$ cat config.mk
export PLATFORM = sky130hd
export DESIGN_NAME = core_status_regs
export DESIGN_NICKNAME = d
export VERILOG_FILES = /design/src/rtl/core_status_regs_pkg.sv /design/src/rtl/core_status_regs_sync_2ff.sv /design/src/rtl/core_status_regs.sv
export SDC_FILE = /design/constraint.sdc
export NUM_CORES = 1
export LEC_CHECK = 0
export BUFFER_PORTS_ARGS = -buffer_cell sky130_fd_sc_hd__buf_2
export CORE_ASPECT_RATIO = 1.4
export CORE_UTILIZATION = 30
export DETAILED_ROUTE_END_ITERATION = 16
export GPL_TIMING_DRIVEN = 0
export PLACE_DENSITY = 0.47
export REMOVE_ABC_BUFFERS = 1
export SLEW_MARGIN = 40
export SYNTH_ARGS = -nofsm -noshare
export SYNTH_HDL_FRONTEND = slang
export SYNTH_SLANG_ARGS = --single-unit
export TNS_END_PERCENT = 100
$ cat constraint.sdc
create_clock -name i_sys_clk -period 9.9 [get_ports i_sys_clk]
set_input_delay 2.475 -clock i_sys_clk [delete_from_list [all_inputs] [get_ports i_sys_clk]]
set_output_delay 2.475 -clock i_sys_clk [all_outputs]
set_load 0.02 [all_outputs]
$ cat src/rtl/core_status_regs_pkg.sv
// rtl/core_status_regs_pkg.sv - shared constants, FSM state type and helpers for core_status_regs
//
// Purpose: register map addresses, default bus widths, the command FSM state
// enum and a saturating increment used by the loss counter.
package core_status_regs_pkg;

  localparam int DEFAULT_ADDR_BITS = 8;
  localparam int DEFAULT_DATA_BITS = 32;

  localparam int unsigned REG_ID       = 32'h0;
  localparam int unsigned REG_SCRATCH  = 32'h1;
  localparam int unsigned REG_STATUS   = 32'h2;
  localparam int unsigned REG_STICKY   = 32'h3;
  localparam int unsigned REG_LOSS_CNT = 32'h4;
  localparam int unsigned REG_UPTIME   = 32'h5;

  localparam logic [31:0] UNMAPPED_RDATA = 32'hDEAD_BEEF;

  typedef enum logic [1:0] {
    ST_IDLE      = 2'd0,
    ST_EXEC      = 2'd1,
    ST_ACK       = 2'd2,
    ST_WAIT_DROP = 2'd3
  } state_e;

  function automatic logic [15:0] sat_inc16(input logic [15:0] v);
    return (v == 16'hFFFF) ? v : v + 16'd1;
  endfunction

endpackage

$ cat src/rtl/core_status_regs_sync_2ff.sv
// rtl/core_status_regs_sync_2ff.sv - two-flop synchronizer for one asynchronous bit
//
// Ports: clk (destination clock), rst (async active-high, clears both flops),
//        d (asynchronous input), q (synchronized output).
module sync_2ff (
  input  logic clk,
  input  logic rst,
  input  logic d,
  output logic q
);
  logic meta_q, meta_d;
  logic sync_q, sync_d;

  always_comb begin
    meta_d = d;
    sync_d = meta_q;
  end

  always_ff @(posedge clk or posedge rst) begin
    if (rst) begin
      meta_q <= 1'b0;
      sync_q <= 1'b0;
    end else begin
      meta_q <= meta_d;
      sync_q <= sync_d;
    end
  end

  assign q = sync_q;
endmodule

$ cat src/rtl/core_status_regs.sv
// rtl/core_status_regs.sv - status/control register block with held-valid command handshake
//
// Purpose: six-register map (ID, SCRATCH, STATUS, STICKY, LOSS_CNT, UPTIME)
// accessed through a valid/ack command port; tracks PLL lock and deskew loss.
// Ports: i_sys_clk/i_ext_arst clock and async reset; i_cmd_* command request
// (valid held until ack); o_cmd_ack one-cycle completion, o_cmd_rdata read
// data; i_pll_locked/i_deskew_done asynchronous status inputs.
module core_status_regs
  import core_status_regs_pkg::*;
#(
  parameter logic [31:0] ID_VALUE  = 32'h0000_0000,
  parameter int          ADDR_BITS = DEFAULT_ADDR_BITS,
  parameter int          DATA_BITS = DEFAULT_DATA_BITS
) (
  input  logic                 i_sys_clk,
  input  logic                 i_ext_arst,
  input  logic                 i_cmd_valid,
  input  logic                 i_cmd_rd_wr_n,
  input  logic [ADDR_BITS-1:0] i_cmd_addr,
  input  logic [DATA_BITS-1:0] i_cmd_wdata,
  output logic                 o_cmd_ack,
  output logic [DATA_BITS-1:0] o_cmd_rdata,
  input  logic                 i_pll_locked,
  input  logic                 i_deskew_done
);
  state_e               state_q, state_d;
  logic [ADDR_BITS-1:0] addr_q, addr_d;
  logic                 rd_q, rd_d;
  logic [DATA_BITS-1:0] wdata_q, wdata_d;
  logic [DATA_BITS-1:0] rdata_q, rdata_d;
  logic [DATA_BITS-1:0] scratch_q, scratch_d;
  logic [1:0]           sticky_q, sticky_d;
  logic [15:0]          loss_cnt_q, loss_cnt_d;
  logic [31:0]          uptime_q, uptime_d;
  logic                 lock_prev_q, lock_prev_d;
  logic                 deskew_prev_q, deskew_prev_d;

  logic                 lock_s, deskew_s;
  logic                 lock_fall, deskew_fall;
  logic                 exec, wr_en;
  logic [1:0]           sticky_clr;
  logic [DATA_BITS-1:0] rd_value;

  sync_2ff u_sync_lock   (.clk(i_sys_clk), .rst(i_ext_arst), .d(i_pll_locked),  .q(lock_s));
  sync_2ff u_sync_deskew (.clk(i_sys_clk), .rst(i_ext_arst), .d(i_deskew_done), .q(deskew_s));

  always_ff @(posedge i_sys_clk or posedge i_ext_arst) begin
    if (i_ext_arst) begin
      state_q       <= ST_IDLE;
      addr_q        <= '0;
      rd_q          <= 1'b0;
      wdata_q       <= '0;
      rdata_q       <= '0;
      scratch_q     <= '0;
      sticky_q      <= '0;
      loss_cnt_q    <= '0;
      uptime_q      <= '0;
      lock_prev_q   <= 1'b0;
      deskew_prev_q <= 1'b0;
    end else begin
      state_q       <= state_d;
      addr_q        <= addr_d;
      rd_q          <= rd_d;
      wdata_q       <= wdata_d;
      rdata_q       <= rdata_d;
      scratch_q     <= scratch_d;
      sticky_q      <= sticky_d;
      loss_cnt_q    <= loss_cnt_d;
      uptime_q      <= uptime_d;
      lock_prev_q   <= lock_prev_d;
      deskew_prev_q <= deskew_prev_d;
    end
  end

  // WAIT_DROP blocks a still-held request from being taken a second time.
  always_comb begin
    state_d = state_q;
    case (state_q)
      ST_IDLE:      if (i_cmd_valid) state_d = ST_EXEC;
      ST_EXEC:      state_d = ST_ACK;
      ST_ACK:       state_d = ST_WAIT_DROP;
      ST_WAIT_DROP: if (!i_cmd_valid) state_d = ST_IDLE;
      default:      state_d = ST_IDLE;
    endcase
  end

  always_comb begin
    o_cmd_ack   = (state_q == ST_ACK);
    o_cmd_rdata = rdata_q;
  end

  always_comb begin
    addr_d  = addr_q;
    rd_d    = rd_q;
    wdata_d = wdata_q;
    if (state_q == ST_IDLE && i_cmd_valid) begin
      addr_d  = i_cmd_addr;
      rd_d    = i_cmd_rd_wr_n;
      wdata_d = i_cmd_wdata;
    end
  end

  always_comb begin
    rd_value = DATA_BITS'(UNMAPPED_RDATA);
    case (addr_q)
      ADDR_BITS'(REG_ID):       rd_value = DATA_BITS'(ID_VALUE);
      ADDR_BITS'(REG_SCRATCH):  rd_value = scratch_q;
      ADDR_BITS'(REG_STATUS):   rd_value = DATA_BITS'({deskew_s, lock_s});
      ADDR_BITS'(REG_STICKY):   rd_value = DATA_BITS'(sticky_q);
      ADDR_BITS'(REG_LOSS_CNT): rd_value = DATA_BITS'(loss_cnt_q);
      ADDR_BITS'(REG_UPTIME):   rd_value = DATA_BITS'(uptime_q);
      default:                  rd_value = DATA_BITS'(UNMAPPED_RDATA);
    endcase
  end

  always_comb begin
    exec          = (state_q == ST_EXEC);
    wr_en         = exec && !rd_q;
    lock_fall     = lock_prev_q && !lock_s;
    deskew_fall   = deskew_prev_q && !deskew_s;
    lock_prev_d   = lock_s;
    deskew_prev_d = deskew_s;
    uptime_d      = uptime_q + 32'd1;

    rdata_d = rdata_q;
    if (exec) rdata_d = rd_q ? rd_value : '0;

    scratch_d = scratch_q;
    if (wr_en && addr_q == ADDR_BITS'(REG_SCRATCH)) scratch_d = wdata_q;

    // Events are OR-ed in after the clear so a same-cycle event wins.
    sticky_clr = '0;
    if (wr_en && addr_q == ADDR_BITS'(REG_STICKY)) sticky_clr = wdata_q[1:0];
    sticky_d = (sticky_q & ~sticky_clr) | {deskew_fall, lock_fall};

    // A clear coinciding with a loss event leaves the count at 1.
    loss_cnt_d = loss_cnt_q;
    if (wr_en && addr_q == ADDR_BITS'(REG_LOSS_CNT)) loss_cnt_d = lock_fall ? 16'd1 : 16'd0;
    else if (lock_fall) loss_cnt_d = sat_inc16(loss_cnt_q);
  end

endmodule

# Yosys cells after proc, flatten, opt, wreduce, memory -nomap -nowiden

Index checks and enable logic that the tools add are counted.

Register bits after elaboration: 163
Input port bits: 46
Output and inout port bits: 33
Word-level logic and storage cells: 57

$add $sub $neg: 2
Equal/unequal tests: 12
Mux-type cells: 10
Bitwise operators: 3
Reduce and logical (&&, ||, !) cells: 15

Operators with widths:

| kind                  | number |
|---|---|
| $pmux 32 s6           | 1 |
| $mux 16               | 3 |
| $add 32x1->32 const B | 1 |
| $mux 32               | 1 |
| $add 16x1->16 const B | 1 |
| $eq 16x16->1 const B  | 1 |
| $eq 8x2->1 const B    | 2 |
| $eq 8x3->1 const B    | 2 |
| $eq 8x1->1 const B    | 1 |
| $logic_not 8->1       | 1 |
| $pmux 2 s4            | 1 |
| $logic_and 1x1->1     | 7 |
| $mux 2                | 3 |
| $ne 2x2->1 const B    | 3 |
| $eq 2x2->1 const B    | 2 |
| $reduce_and 2->1      | 2 |
| $logic_not 1->1       | 3 |
| $and 2x2->2           | 1 |
| $eq 2x1->1 const B    | 1 |
| $logic_not 2->1       | 1 |
| $not 2->2             | 1 |
| $or 2x2->2            | 1 |
| $reduce_bool 2->1     | 1 |
| $mux 1                | 1 |

# Logic depth before layout (Yosys ltp)

Gate-level depths: netlist of the first run.

Depth after elaboration: 7
Depth in mapped cells: 10
Mapped depth without buffers: 7

# Hierarchy

Synthesis of the first run repeated with hierarchy kept, for this count alone.

Cell total of the unflattened synthesis: 589
Area, all modules: 7,392.1 sq um

Modules (own cells, without submodules):

| module           | instances | cells each | area an instance (sq um) | sequential area each (sq um) |
|---|---|---|---|---|
| core_status_regs | 1         | 583        | 7,284.5                  | 3,978.8 |
| sync_2ff         | 2         | 3          | 53.8                     | 50.0 |

# Least setup slack after synthesis of the first run

Ideal clock, no wire load.

Path kind: input to register
Start: in i_cmd_valid
End: reg addr_q[0]
Library setup time: 125 ps
Arrival: 3,297 ps
Data required time: 9,775 ps
Setup slack: 6,479 ps
Cell stages on the path: 3
Path buffers: 1
Cell sequence: nand2_1 > buf_1 > mux2_2

Longest elaborated chain between the ends: 1

RTL lines:

| element              | line                   | RTL |
|---|---|---|
| from (decl)          | core_status_regs.sv:17 | `input logic i_cmd_valid,` |
| $logic_and 1x1->1    | core_status_regs.sv:96 | `if (state_q == ST_IDLE && i_cmd_valid) begin` |
| to (signal assigned) | core_status_regs.sv:62 | `addr_q <= addr_d;` |
| to (decl)            | core_status_regs.sv:27 | `logic [ADDR_BITS-1:0] addr_q, addr_d;` |

No other way between the ends.
A chain may end at the register's enable or synchronous reset.

# Final worst setup path of the first run

Start: reg state_q[0]
End: out o_cmd_ack

Longest elaborated chain between the ends: 1

RTL lines:

| element                | line                   | RTL |
|---|---|---|
| from (decl)            | core_status_regs.sv:26 | `state_e state_q, state_d;` |
| from (signal assigned) | core_status_regs.sv:61 | `state_q <= state_d;` |
| $eq 2x2->1             | core_status_regs.sv:88 | `o_cmd_ack = (state_q == ST_ACK);` |
| to (decl)              | core_status_regs.sv:21 | `output logic o_cmd_ack,` |

No other way between the ends.

==> results of run 1 <==
[cells in the final DEF (no fill, tap or decap), types with 12 or more instances in the layout]
| master | instances |
|---|---|
| a21oi_1 | 14 |
| a221oi_1 | 13 |
| and3_1 | 12 |
| buf_2 | 82 |
| clkbuf_16 | 17 |
| dfrtp_1 | 162 |
| inv_1 | 31 |
| mux2_2 | 45 |
| mux2_4 | 26 |
| mux2i_1 | 17 |
| nand2_1 | 27 |
| nand3_1 | 21 |
| nor2_1 | 28 |
| o22ai_1 | 26 |
| xnor2_1 | 28 |
| xor2_1 | 14 |
[worst max-delay path, delay by kind of cell (launching register included)]
kind       cells  cell delay, ns
fa+ha+maj      1            0.18
flops          1            0.40
buf+inv        2            0.29
[layout make-up]
type | count | share of cell area (%)
multi-input cells | 367 | 33.7
repair buffers | 87 | 6.18
clock buffers | 23 | 5.43
clock inverters | 9 | 1.49
well taps | 306 | 4.44
flip-flops and latches | 163 | 47.3
inverters | 32 | 1.48
[flip-flops by register name (all words and copies together), names as in the netlist, 2 cells and up]
name,cells
loss_cnt_q,16
uptime_q,32
scratch_q,32
sticky_q,2
addr_q,8
o_cmd_rdata,32
wdata_q,32
state_q,2
[per-layer routing]
layer / share of wire (%) / up-vias
met4: 1.6 / 0
met3: 2.9 / 25
met5: 0 / -
met2: 55 / 74
met1: 41 / 2414
li1: - / 2258
[power breakdown]
| part | switching (µW) | total [µW] | internal, µW |
|---|---|---|---|
| Combinational | 295 | 573 | 278 |
| Clock | 265 | 674 | 409 |
| Sequential | 147 | 987 | 840 |
[worst max path at each step]
stage | end | slack, ns | cells past startpoint | start
4_1_cts | o_cmd_ack | 6.09 | 3 | state_q[0]$_DFFE_PP0P_
3_3_place_gp | wdata_q[13]$_DFFE_PP0P_ | 1.13 | 2 | i_ext_arst
3_5_place_dp | wdata_q[12]$_DFFE_PP0P_ | 6.32 | 4 | i_cmd_valid
6_report | o_cmd_ack | 6.13 | 3 | state_q[0]$_DFFE_PP0P_
5_1_grt | o_cmd_ack | 6.03 | 3 | state_q[0]$_DFFE_PP0P_
2_1_floorplan | addr_q[0]$_DFFE_PP0P_ | 3.02 | 1 | i_ext_arst
[per-stage QoR]
stage | setup slack (ns) | cells
floorplan | 3.02 | 562
detailed placement | 6.32 | 955
finish | 6.13 | 987
CTS | 6.09 | 987
global route | 6.03 | 987
global placement | 1.13 | 946
[kinds of logic (layout without fill, tap and decap cells)]
kind of cell / after synthesis / count (layout) / synth area share [%]
XOR/XNOR: 42 / 42 / 5.09
flip-flops: 163 / 163 / 56.5
adder cells (fa/ha/maj): 7 / 7 / 1.21
multiplexers: 88 / 88 / 14.8
AO/OA/AOI/OAI: 85 / 85 / 7.92
AND/OR/NAND/NOR: 145 / 145 / 10.8
buffers and inverters: 57 / 151 / 3.71
==> results.toml, run 1 <==
[clock_network]
cts_buffers = 17
ctsResizeCount = 0
postCtsSetupBuffers = 0
cts_tree = "done"
clk_latency_ns = 0.43
root_buffer = "clkbuf_16"
cts.sinks = 163
clkTransAtPathRegs_ns = 0.06
cts_max_level = 4
clockBufferDepth = 2
hold_buffers = 0

[grt]
grt_pass1_vias = 5124
top_usage_layer = "met2"
use_met1_pct = 16.8
grt-ovfl-total = 0
antenna_found_initial = 0
grt_pass1_wl_mm = 27.7
grt_max_degree = 76
gr-usage-all-layers_pct = 14.7
met3_usage_pct = 3.08
grt_util_met2_pct = 27.0

[pwr]
vdd_drop_max_uv = 92.0
p_leak_uw = 0.00404
powerDensity_mw_per_mm2 = 259
power_uw = 2230

[yosys]
synth_area_leader_cell = "dfrtp_1"
async_flop_share_pct = 100
seq_area_frac_synth_pct = 56.5
synth.area.top_cells = "dfrtp_1 (56%), mux2_2 (7.0%), mux2_4 (5.4%)"
ys_ff_latch = 163
synth_top_cells_by_count = "dfrtp_1 (163), mux2_2 (45), inv_1 (32)"
synthDistinctLibCells = 44
yosysWarningCount = 0
synth_cells = 587
ys_dominant_reg_cell = "dfrtp_1"
synth.top_cell.area_share_pct = 56.5
synth.most_common_cell = "dfrtp_1"
synth.avg_cell_area_um2 = 12.3
synth_edf_count = 0
netlist_area_mm2 = 0.00722

[timing]
fin_worst_skew_ns = 0.00689
clock.fmax_ghz = 0.265
slew_headroom_pct = 47.6
worst_pin_slew_ns = 0.786
slew_viol_final = 0
finalSetupViolations = 0
period_needed_ns = 3.77
min_period_over_period_pct = 38.1
rsz0062_at_grt = "false"
final.setup.tns_ns = 0
final-hold-violation-count = 0
timing.hold.ws_ns = 0.357

[hold_path]
holdPathStages = 0
hold_class = "reg -> reg"
hp-start = "u_sync_deskew.meta_q$_DFF_PP0_"
min_to = "u_sync_deskew.q$_DFF_PP0_"

[drt]
vias = 4771
dr.pass1.iters = 4
route.antenna.remaining_nets = 0
viasPerCell = 4.83
drtIter0Drc = 179
wl_mm = 16.9
wire_per_inst_um = 17.1
drc = 0

[floorplan]
chipHeight_um = 186
core_area_mm2 = 0.0235
rows = 66
die-area_mm2 = 0.0247
start_util_pct = 30.8
chipWidth_um = 133
io_pins = 79

[worst_setup_path]
max_stage_delay_ns = 0.40
path_class = "reg -> out"
cp_max_fo = 4
cp.arrival_ns = 1.30
rr_worst_depth = 4
cp-start-kind = "register"
crit_chain = "inv_1 > ha_1 > buf_2"
reg2reg_to = "loss_cnt_q[11]$_DFFE_PP0P_"
crit_path_end_kind = "primary output"
crit_required_ns = 7.43
r2r_start = "addr_q[2]$_DFFE_PP0P_"
r2r_slack_ns = 7.09
worst_path_max_delay_cell = "dfrtp_1"

[cells_and_area]
fin_util_pct = 36.8
synthToLayoutAreaGrowth_pct = 19.4
multi_input_area_mm2 = 0.00290
fin_nets = 721
layout-drive-gt1-share_pct = 29.2
n_fill_cell = 2341
stdcell_area_mm2 = 0.00862
ff_latch_area_mm2 = 0.00408
diodes = 0

[placed_design]
io_buffer_count = 78
hpwl_mm = 11.8
placed_area_mm2 = 0.00802
gp_congestion = 0.774

[job]
maxCapViolCount = 0

[outcome]
status = "finished, final reports clean"
Note: power is estimated with default switching activity, not from simulation.
==> inputs of run 2 (changes only) <==
--- a/config.mk
+++ b/config.mk
@@ -5,12 +5,13 @@
 export SDC_FILE = /design/constraint.sdc
 export NUM_CORES = 1
 export LEC_CHECK = 0
+export ABC_AREA = 1
 export BUFFER_PORTS_ARGS = -buffer_cell sky130_fd_sc_hd__buf_2
 export CORE_ASPECT_RATIO = 1.4
 export CORE_UTILIZATION = 30
 export DETAILED_ROUTE_END_ITERATION = 16
 export GPL_TIMING_DRIVEN = 0
-export PLACE_DENSITY = 0.47
+export PLACE_DENSITY = 0.49
 export REMOVE_ABC_BUFFERS = 1
 export SLEW_MARGIN = 40
 export SYNTH_ARGS = -nofsm -noshare
==> constraint.sdc (replaced) <==
create_clock -name i_sys_clk -period 3.22 [get_ports i_sys_clk]
set_input_delay 0.805 -clock i_sys_clk [delete_from_list [all_inputs] [get_ports i_sys_clk]]
set_output_delay 0.805 -clock i_sys_clk [all_outputs]
set_load 0.02 [all_outputs]
==> run 2 against run 1 <==
  * Clock power grew to 2.8 times the previous value
  * Worst setup slack worse by 5.8 ns
  * Highest routed layer unchanged
  * Critical path type is now reg -> reg
  * Synthesized cell count is 58% higher
  * First-iteration DRC count is 95% higher
  * Final area is 5.2% higher
==> results.toml, run 2 <==
[clock_network]
postCtsSetupBuffers = 0
cts_max_level = 4
clockBufferDepth = 2
hold_buffers = 0
cts_buffers = 17
cts.sinks = 163
clk_latency_ns = 0.43
ctsResizeCount = 0
cts_tree = "done"
clkTransAtPathRegs_ns = 0.06
root_buffer = "clkbuf_16"

[grt]
grt_pass1_vias = 6198
grt_max_degree = 74
antenna_found_initial = 0
grt-ovfl-total = 0
gr-usage-all-layers_pct = 16.5
grt_pass1_wl_mm = 33.0

[cells_and_area]
diodes = 0
fin_cells = 1332
synthToLayoutAreaGrowth_pct = 17.3
layout-drive-gt1-share_pct = 15.9
final_common_cell = "nand2_1"
final_cell_mix = "nand2_1 (257), dfrtp_1 (163), inv_1 (84)"
fin_nets = 1053

[drt]
vias = 6178
wl_mm = 20.0
route.antenna.remaining_nets = 0
drc = 0
dr.pass1.iters = 4
viasPerCell = 4.64
drtIter0Drc = 349
wire_per_inst_um = 15.0

[hold_path]
hold_class = "in -> async"

[yosys]
synth_top_cells_by_count = "nand2_1 (258), dfrtp_1 (163), inv_1 (86)"
ys_dominant_reg_cell = "dfrtp_1"
synth.avg_cell_area_um2 = 8.31
synth.area.top_cells = "dfrtp_1 (53%), nand2_1 (13%), nand3_1 (4.5%)"
synth_cells = 930
ys_ff_latch = 163
synth_edf_count = 0
seq_area_frac_synth_pct = 52.8
yosysWarningCount = 0
synth.most_common_cell = "nand2_1"
async_flop_share_pct = 100
synth_area_leader_cell = "dfrtp_1"
synth.top_cell.area_share_pct = 52.8
synthDistinctLibCells = 33
netlist_area_mm2 = 0.00773

[job]
maxCapViolCount = 0

[worst_setup_path]
path_class = "reg -> reg"
cp.buffers_inverters = 1
r2r_slack_ns = 0.32
crit_path_frequent_cell = "nand2_1"
crit_path_end_kind = "register"
rr_worst_depth = 7
cp-start-kind = "register"
path_delay_family = "simple AND/OR/NAND/NOR gates"
cp.arrival_ns = 3.21
crit_chain = "nor2_1 > nand2_1 > clkinv_2 > nand2_1 > o21ai_0 > o21ai_0 > nand2_1"
crit_required_ns = 3.52
cp_max_fo = 46
r2r_start = "addr_q[6]$_DFFE_PP0P_"
max_stage_delay_ns = 0.91
reg2reg_to = "o_cmd_rdata[11]$_DFFE_PP0N_"
worst_path_max_delay_cell = "nand2_1"

[timing]
slew_headroom_pct = 44.4
clock.fmax_ghz = 0.345
min_period_over_period_pct = 90.1
slew_viol_final = 0
final-hold-violation-count = 0
fin_worst_skew_ns = 0.0104
finalSetupViolations = 0
worst_pin_slew_ns = 0.832
rsz0062_at_grt = "false"
worst_slack_ns = 0.318
timing.hold.ws_ns = 0.333
period_needed_ns = 2.90

[floorplan]
core_area_mm2 = 0.0254
chipWidth_um = 138
io_pins = 79
chipHeight_um = 192
start_util_pct = 30.5
die-area_mm2 = 0.0264
rows = 69

[placed_design]
gp_congestion = 0.851
hpwl_mm = 14.1
io_buffer_count = 78
dp_cells = 1299
pre_cts_slack_ns = 0.210

[pwr]
vdd_drop_max_uv = 367
powerDensity_mw_per_mm2 = 696
p_leak_uw = 0.00423

[outcome]
status = "finished, final reports clean"
run 2: layout make-up:
cell class              instances  area (µm²)
repair buffers                 83         513
clock buffers                  18         439
clock inverters                14         106
inverters                      91         350
well taps                     319         399
fillers                      2752       16300
flip-flops and latches        163        4080
multi-input cells             644        3180
run 2: logic make-up after synthesis:
logic type	share of synthesized area [%]
mux	1.46
xor+xnor	3.40
flops	52.8
buf+inv	6.49
compound gates	9.05
fa+ha+maj	1.13
simple gates	25.7
run 2: how the worst max path moves through the flow:
stage	cells past startpoint	slack, ns	to	start
floorplan	1	-1.99	addr_q[0]$_DFFE_PP0P_	i_ext_arst
global placement	2	-4.25	o_cmd_rdata[24]$_DFFE_PP0N_	i_ext_arst
detailed placement	7	0.21	o_cmd_rdata[3]$_DFFE_PP0N_	addr_q[5]$_DFFE_PP0P_
CTS	7	0.19	o_cmd_rdata[3]$_DFFE_PP0N_	addr_q[5]$_DFFE_PP0P_
global route	7	0.07	o_cmd_rdata[3]$_DFFE_PP0N_	addr_q[6]$_DFFE_PP0P_
finish	7	0.32	o_cmd_rdata[11]$_DFFE_PP0N_	addr_q[6]$_DFFE_PP0P_
run 2: layer usage:
layer / part of all wire (%) / vias up / wire length (µm) / track usage, %
li1: - / 3124 / - / -
met1: 46 / 2931 / 9180 / 21.6
met2: 49 / 99 / 9740 / 27.1
met3: 3.3 / 24 / 666 / 2.98
met4: 2.2 / 0 / 431 / 5.96
met5: 0 / - / 0 / 0
run 2: worst register-to-register path: stages, from the launching register on:
cell and delay (ns):
dfrtp_1 0.34, nor2_1 0.06, nand2_1 0.17, clkinv_2 0.61
nand2_1 0.92, o21ai_0 0.19, o21ai_0 0.40, nand2_1 0.09
run 2: where the power goes:
group / internal [µW] / switching, µW / total, µW
registers: 2520 / 258 / 2780
clock network: 1010 / 874 / 1890
logic: 536 / 1110 / 1650
run 2: metrics by stage:
step	utilization [%]	total power, µW	cell area (µm²)	setup TNS [ns]
floorplan	-	3880	7570	-324.37
global placement	32.9	4430	8360	-742.07
detailed placement	33.5	4500	8490	0
CTS	35.6	6420	9040	0
global route	35.7	6720	9070	0
finish	35.7	6310	9070	0
==> inputs of run 3 (changes only) <==
--- a/config.mk
+++ b/config.mk
@@ -7,13 +7,16 @@
 export LEC_CHECK = 0
 export ABC_AREA = 1
 export BUFFER_PORTS_ARGS = -buffer_cell sky130_fd_sc_hd__buf_2
+export CELL_PAD_IN_SITES_DETAIL_PLACEMENT = 1
+export CELL_PAD_IN_SITES_GLOBAL_PLACEMENT = 1
 export CORE_ASPECT_RATIO = 1.4
+export CORE_MARGIN = 5
 export CORE_UTILIZATION = 30
 export DETAILED_ROUTE_END_ITERATION = 16
 export GPL_TIMING_DRIVEN = 0
-export PLACE_DENSITY = 0.49
+export PLACE_DENSITY = 0.61
 export REMOVE_ABC_BUFFERS = 1
-export SLEW_MARGIN = 40
+export SLEW_MARGIN = 20
 export SYNTH_ARGS = -nofsm -noshare
 export SYNTH_HDL_FRONTEND = slang
 export SYNTH_SLANG_ARGS = --single-unit
==> run 3 against run 2 <==
  * Combinational power about the same
  * Critical path type unchanged
  * Final area is essentially flat
  * Critical path depth decreased by 1
  * Final cell count shrank 0.23%
  * Wire length increased by 8.8%
  * Sequential share of layout area is essentially flat
  * Critical endpoint is now scratch_q[22]$_DFFE_PP0P_
  * Power rose by 3.2%
  * Largest power group unchanged
  * Worst hold slack gained 0.016 ns
  * Non-clock buffer count down 2
  * Clock skew shrank 0.0021 ns
  * First-iteration DRC count fell by 39%
  * Flip-flop and latch count did not move
==> results.toml, run 3 (same netlist as run 2, synthesis figures left out) <==
[pwr]
p_leak_uw = 0.00425
vdd_drop_max_uv = 363
power_uw = 6520
powerDensity_mw_per_mm2 = 719

[drt]
vias = 6264
dr.pass1.iters = 4
drc = 0
route.antenna.remaining_nets = 0
drtIter0Drc = 214
wire_per_inst_um = 16.4
viasPerCell = 4.71
wl_mm = 21.8

[floorplan]
rows = 69
start_util_pct = 30.5
chipWidth_um = 146
core_area_mm2 = 0.0254
chipHeight_um = 200
die-area_mm2 = 0.0291
io_pins = 79

[timing]
timing.hold.ws_ns = 0.349
fin_worst_skew_ns = 0.00831
period_needed_ns = 2.77
worst_pin_slew_ns = 0.953
slew_headroom_pct = 36.2
min_period_over_period_pct = 85.9
final.setup.tns_ns = 0
worst_slack_ns = 0.455
final-hold-violation-count = 0
finalSetupViolations = 0
rsz0062_at_grt = "false"
clock.fmax_ghz = 0.362
slew_viol_final = 0

[grt]
gr-usage-all-layers_pct = 15.5
grt-ovfl-total = 0
grt_pass1_vias = 6912
grt_max_degree = 98
grt_pass1_wl_mm = 35.9
antenna_found_initial = 0

[clock_network]
postCtsSetupBuffers = 0
clkTransAtPathRegs_ns = 0.07
cts_buffers = 17
clockBufferDepth = 2
hold_buffers = 0
cts_max_level = 4
clk_latency_ns = 0.44
cts_tree = "done"
root_buffer = "clkbuf_16"
cts.sinks = 163

[worst_setup_path]
cp-start-kind = "register"
rr_worst_depth = 6
reg2reg_to = "scratch_q[22]$_DFFE_PP0P_"
cp.arrival_ns = 3.06
r2r_start = "addr_q[4]$_DFFE_PP0P_"
crit_chain = "nor2_1 > nand2_1 > inv_2 > nand3_4 > nor2_1 > a21oi_1"
cp_max_fo = 64
r2r_slack_ns = 0.45
worst_path_max_delay_cell = "nand3_4"
path_class = "reg -> reg"
crit_path_frequent_cell = "nor2_1"
path_delay_family = "simple AND/OR/NAND/NOR gates"
max_stage_delay_ns = 0.83
startpoint = "addr_q[4]$_DFFE_PP0P_"
cp.buffers_inverters = 1
crit_required_ns = 3.52
crit_path_end_kind = "register"

[outcome]
status = "finished, final reports clean"

[cells_and_area]
synthToLayoutAreaGrowth_pct = 17.3
fin_nets = 1051
final_cell_mix = "nand2_1 (256), dfrtp_1 (163), inv_1 (85)"
layout-drive-gt1-share_pct = 15.5
diodes = 0
n_fill_cell = 3095
final_common_cell = "nand2_1"

[placed_design]
gp_congestion = 0.865
io_buffer_count = 78
hpwl_mm = 15.3
pre_cts_slack_ns = 0.137

[hold_path]
hold_class = "reg -> reg"
holdPathStages = 0
hp-start = "u_sync_deskew.meta_q$_DFF_PP0_"
min_to = "u_sync_deskew.q$_DFF_PP0_"

[job]
maxCapViolCount = 0
-- run 3: where the power goes --
| group | internal [µW] | total [µW] | switching (µW) |
|---|---|---|---|
| clock | 1240 | 2090 | 848 |
| sequential | 2520 | 2770 | 248 |
| combinational | 532 | 1660 | 1130 |
-- run 3: per-stage QoR --
stage	instance area [µm²]	util [%]	cells
detailed placement	8470	33.4	1298
CTS	9060	35.7	1329
floorplan	7570	-	898
finish	9070	35.7	1329
global route	9070	35.7	1329
global placement	8360	32.9	1295
-- run 3: how the worst max path moves through the flow --
stage / slack, ns / to / cells after the start
finish: 0.45 / scratch_q[22]$_DFFE_PP0P_ / 6
global placement: -4.33 / o_cmd_rdata[8]$_DFFE_PP0N_ / 2
CTS: 0.12 / o_cmd_rdata[11]$_DFFE_PP0N_ / 7
detailed placement: 0.14 / o_cmd_rdata[11]$_DFFE_PP0N_ / 7
floorplan: -1.99 / addr_q[0]$_DFFE_PP0P_ / 1
global route: 0.07 / scratch_q[22]$_DFFE_PP0P_ / 6
-- run 3: layer usage --
metal,part of all wire [%],vias up,track usage [%]
met5,0,-,0
met4,1.5,0,4.67
met3,2.4,23,3.05
met2,55,64,29.6
met1,42,3059,17.4
li1,-,3118,-
-- run 3: cell type report --
class / instances / area, µm² / area share [%]
Tap cell: 319 / 399 / 4.40
Multi-Input combinational cell: 644 / 3180 / 35.0
Timing Repair Buffer: 81 / 465 / 5.13
Clock inverter: 8 / 100 / 1.10
Clock buffer: 23 / 498 / 5.49
Inverter: 91 / 349 / 3.85
Sequential cell: 163 / 4080 / 45.0
-- run 3: repair_timing --
action,in CTS,in global routing
hold endpoints to repair,0,0
endpoints found under the setup margin,0,4
gates resized for setup,0,1
